$ cat src/rtl/dump_pkg.sv
`default_nettype none
// ============================================================================
// Module   : dump_pkg
// Purpose  : Shared state encoding and sizing constants for the dmem dump path
// Revision : 1.0
// ============================================================================
package dump_pkg;

  localparam int DUMP_DEPTH = 64;
  localparam int DUMP_IW    = 6;

  typedef enum logic [1:0] {
    IDLE = 2'd0,
    SCAN = 2'd1,
    DONE = 2'd2
  } state_t;

endpackage : dump_pkg
`default_nettype wire

$ cat src/rtl/dmem_dump_arbiter.sv
`default_nettype none
// ============================================================================
// Module   : dmem_dump_arbiter
// Purpose  : Shares the data-memory port between the MEM stage and a scanner
//            that streams every doubleword out over valid/ready.
// Revision : 1.0
// ============================================================================
module dmem_dump_arbiter
  import dump_pkg::*;
#(
  parameter int N     = 64,
  parameter int DEPTH = DUMP_DEPTH,
  parameter int IW    = DUMP_IW
) (
  input  logic          clk,
  input  logic          reset,
  input  logic [N-1:0]  cpu_addr,
  input  logic [N-1:0]  cpu_writeData,
  input  logic          cpu_memWrite,
  input  logic          cpu_memRead,
  output logic [N-1:0]  cpu_readData,
  output logic          cpu_stall,
  output logic [N-1:0]  mem_addr,
  output logic [N-1:0]  mem_writeData,
  output logic          mem_writeEnable,
  output logic          mem_readEnable,
  input  logic [N-1:0]  mem_readData,
  input  logic          dump_req,
  output logic          dump_valid,
  input  logic          dump_ready,
  output logic [IW-1:0] dump_index,
  output logic [N-1:0]  dump_data,
  output logic          dump_done
);

  state_t        r_state;
  state_t        w_state_next;
  logic [IW-1:0] r_idx;
  logic [IW-1:0] w_idx_next;
  logic          r_req_q;
  logic          w_start;
  logic          w_accept;
  logic          w_last;
  logic [N-1:0]  w_scan_addr;

  // A held request produces only one start because r_req_q tracks the level.
  assign w_start     = dump_req && !r_req_q;
  assign w_accept    = (r_state == SCAN) && dump_ready;
  assign w_last      = (r_idx == IW'(DEPTH - 1));
  assign w_scan_addr = {{(N-IW-3){1'b0}}, r_idx, 3'b000};

  always_ff @(posedge clk or negedge reset) begin
    if (!reset) begin
      r_state <= IDLE;
      r_idx   <= '0;
      r_req_q <= 1'b0;
    end else begin
      r_state <= w_state_next;
      r_idx   <= w_idx_next;
      r_req_q <= dump_req;
    end
  end

  always_comb begin
    w_state_next = r_state;
    w_idx_next   = r_idx;
    case (r_state)
      IDLE: begin
        if (w_start) begin
          w_state_next = SCAN;
          w_idx_next   = '0;
        end
      end
      SCAN: begin
        // The index saturates on the last beat; DONE clears it.
        if (w_accept) begin
          if (w_last) w_state_next = DONE;
          else        w_idx_next   = r_idx + 1'b1;
        end
      end
      DONE: begin
        w_state_next = IDLE;
        w_idx_next   = '0;
      end
      default: begin
        w_state_next = IDLE;
        w_idx_next   = '0;
      end
    endcase
  end

  always_comb begin
    mem_addr        = cpu_addr;
    mem_writeData   = cpu_writeData;
    mem_writeEnable = cpu_memWrite;
    mem_readEnable  = cpu_memRead;
    cpu_stall       = 1'b0;
    dump_valid      = 1'b0;
    dump_done       = 1'b0;
    case (r_state)
      IDLE: ;
      SCAN: begin
        mem_addr        = w_scan_addr;
        mem_writeEnable = 1'b0;
        mem_readEnable  = 1'b1;
        cpu_stall       = 1'b1;
        dump_valid      = 1'b1;
      end
      DONE: begin
        mem_addr        = w_scan_addr;
        mem_writeEnable = 1'b0;
        mem_readEnable  = 1'b0;
        cpu_stall       = 1'b1;
        dump_done       = 1'b1;
      end
      default: begin
        mem_writeEnable = 1'b0;
        mem_readEnable  = 1'b0;
      end
    endcase
  end

  assign dump_index   = r_idx;
  assign dump_data    = mem_readData;
  assign cpu_readData = mem_readData;

endmodule : dmem_dump_arbiter
`default_nettype wire

$ cat config.mk
export PLATFORM = sky130hd
export DESIGN_NAME = dmem_dump_arbiter
export DESIGN_NICKNAME = d
export VERILOG_FILES = /design/src/rtl/dump_pkg.sv /design/src/rtl/dmem_dump_arbiter.sv
export SDC_FILE = /design/constraint.sdc
export NUM_CORES = 1
export LEC_CHECK = 0
export CAP_MARGIN = 20
export CORE_AREA = 3 3 181 183
export DETAILED_ROUTE_END_ITERATION = 12
export DIE_AREA = 0 0 184 186
export SLEW_MARGIN = 20
export SYNTH_ARGS = -nofsm -noshare
export SYNTH_HDL_FRONTEND = slang
export SYNTH_SLANG_ARGS = --single-unit
$ cat constraint.sdc
create_clock -name clk -period 1.6 [get_ports clk]
set_clock_uncertainty 0.05 [all_clocks]
set_input_delay 0.32 -clock clk [delete_from_list [all_inputs] [get_ports clk]]
set_output_delay 0.32 -clock clk [all_outputs]
set_load 0.05 [all_outputs]
==> flow_metrics.tcl <==
set metrics [dict create \
    critPathArrivalTime_ns 1.59 \
    routed_wl_mm 9.95 \
    startpoint_type "flip-flop" \
    synth-seq-area-share 0.0916 \
    seqCellArea_um2 228 \
    nNetsFinal 507 \
    synth_ff_type "dfrtp_1" \
    yosys_register_bits 9 \
    wl_per_cell_um 14.1 \
    p_leak_nw 1.73 \
    clock_latency_ns 0.24 \
    antenna_found_initial 2 \
    drt_iter0_markers 49 \
    die_h_um 186 \
    yosysWarningCount 0 \
    path_clk_slew_ns 0.04 \
    status "finished with violations" \
    stdcell_count 706 \
    hold_path.class "input pin to async pin" \
    hold_violations 0 \
    cts_hold_buf 0 \
    die_w_um 184 \
    cts_buffers 3 \
    htreeDepth 1 \
    synth_edf_count 0 \
    crit_chain "inv_2, ha_4, buf_12, mux2_4, buf_8" \
    ys_types 30 \
    whs_ns 0.342 \
    drc 0 \
    area_growth_pct 66.4 \
    path_class "flip-flop to primary output" \
    syn_area_um2 2460 \
    power_density_nw_per_um2 1750 \
    vias 1879 \
    synth.largest_area_cell "buf_4" \
    fin_ws_ns -0.357 \
    die-area_um2 34200 \
    initial_utilization 0.0783 \
    relSlewSlack 0.711 \
    setup_tns_ns -19.92 \
    fin_crit_sh 1.22 \
    final_common_cell "clkdlybuf4s50_1" \
    core_area_um2 31400 \
    cp-end-kind "primary output" \
    root_buffer "clkbuf_16" \
    place_congestion 0.685 \
    routed_via_density 2.66 \
    drive_gt1_frac 0.640 \
    dpl.hpwl_mm 8.46 \
    violations "negative setup slack" \
    track_usage 0.0498 \
    antenna_left 0 \
    ys_top_cells_by_area "buf_4 (59%), nor2b_1 (15%), dfrtp_1 (9.2%)" \
    maxCapViolCount 0 \
    port_buffers 144 \
    grt_pass1_wl_mm 12.3 \
    multi_input_area_um2 1250 \
    pin_count 465 \
    path_max_fanout 6 \
    grt_max_degree 15 \
    fp-row-count 65 \
    setup_viol_count_final 69 \
    clk_path_buf_depth 2 \
    critical-path-slowest-cell "dfrtp_1" \
    synthCells 319 \
    synth_nets 522 \
    cp.required_ns 1.23 \
    yosysTopAreaCellShare 0.587 \
    ir_worst_vdd_mv 0.483 \
    cts_tree "built" \
    cts.sinks 9 \
    total_power_mw 7.15 \
    first_pass_iters 4 \
    cpPeakStageDelay_ns 0.35 \
    rsz0062_at_grt "yes" \
    dp.cells 694 \
    slew_violations 0 \
    synthArstFlopShare 1.00 \
    synth.avg_cell_area_um2 7.70 \
    worstMarginPinSlew_ns 0.432 \
    grt_overflow 0 \
    period_minus_slack_ns 1.96 \
    layout_common_cells "clkdlybuf4s50_1 (69), nor2b_4 (59), buf_6 (44), buf_4 (37), buf_12 (19)" \
    fmax_mhz 511 \
    fillers 3522 \
    grt_pass1_vias 1824 \
]
-- area by class of cell --
class                   instances  area share
clock buffers                   4      0.0193
inverters                       5     0.00459
flip-flops and latches          9      0.0557
well taps                     402       0.123
diodes                          1    0.000612
multi-input cells             105       0.305
repair buffers                180       0.491
-- what timing repair did --
| action | 4_1_cts | 5_1_grt |
|---|---|---|
| resized for setup | 53 | 27 |
| setup buffers | 7 | 2 |
| endpoints found under the setup margin | 70 | 69 |
| pin swaps | 2 | 2 |
-- sequential cells by signal, indices dropped and copies added (netlist names) --
| name | cells |
|---|---|
| dump_index | 6 |
| r_state | 2 |
| r_req_q | 1 |
-- cell usage after synthesis (all sizes together) (3+ instances only) --
| master | instances |
|---|---|
| a31oi | 3 |
| a21oi | 7 |
| buf | 195 |
| nor2b | 59 |
| dfrtp | 9 |
| o21ai | 4 |
| mux2 | 7 |
| inv | 5 |
| ha | 5 |
| nand2 | 3 |
| clkbuf | 5 |
-- power by group --
| part | switching, mW | internal (mW) | leakage (nW) | total [mW] |
|---|---|---|---|---|
| registers | 0.0212 | 0.273 | 0.117 | 0.295 |
| clock network | 0.116 | 0.334 | 0.0382 | 0.450 |
| logic | 3.60 | 2.81 | 1.57 | 6.41 |
-- path summary, 6_finish.rpt --
path	slack (ns)	cells past startpoint	startpoint	end
worst max-delay path	-0.36	5	r_state[0]	mem_addr[3]
worst min register to register	0.58	2	dump_index[0]	dump_index[0]
worst min-delay path	0.34	1	reset	r_state[1]
max in group asynchronous	0.83	1	reset	dump_index[0]
worst max register to register	-0.22	9	r_state[1]	r_state[0]
min in group clk	0.51	1	dump_req	r_req_q
-- per-layer routing --
metal,track usage,share of wire,vias up
met2,0.0871,0.47,269
met3,0.0455,0.24,83
met1,0.0312,0.22,755
met4,0.0384,0.067,2
li1,-,-,770
met5,0,0.0013,-
-- worst max-delay path: cells and delay by family (launching register included) --
kind	cells	cell delay, ns
flops	1	0.35
mux	1	0.31
buf+inv	3	0.36
fa+ha+maj	1	0.32
-- stage by stage --
step           worst slack, ns  utilization  area [um^2]
2_1_floorplan           -0.265            -         2960
3_3_place_gp            -0.152        0.116         3640
3_5_place_dp            -0.175        0.116         3640
4_1_cts                 -0.369        0.126         3970
5_1_grt                 -0.411        0.130         4090
6_report                -0.357        0.130         4090
-- cell families after synthesis --
kind of cell,share of synthesized area
buf+inv,0.610
simple gates,0.180
compound gates,0.0545
flops,0.0917
mux,0.0377
fa+ha+maj,0.0255
Note: power is estimated with default switching activity, not from simulation.
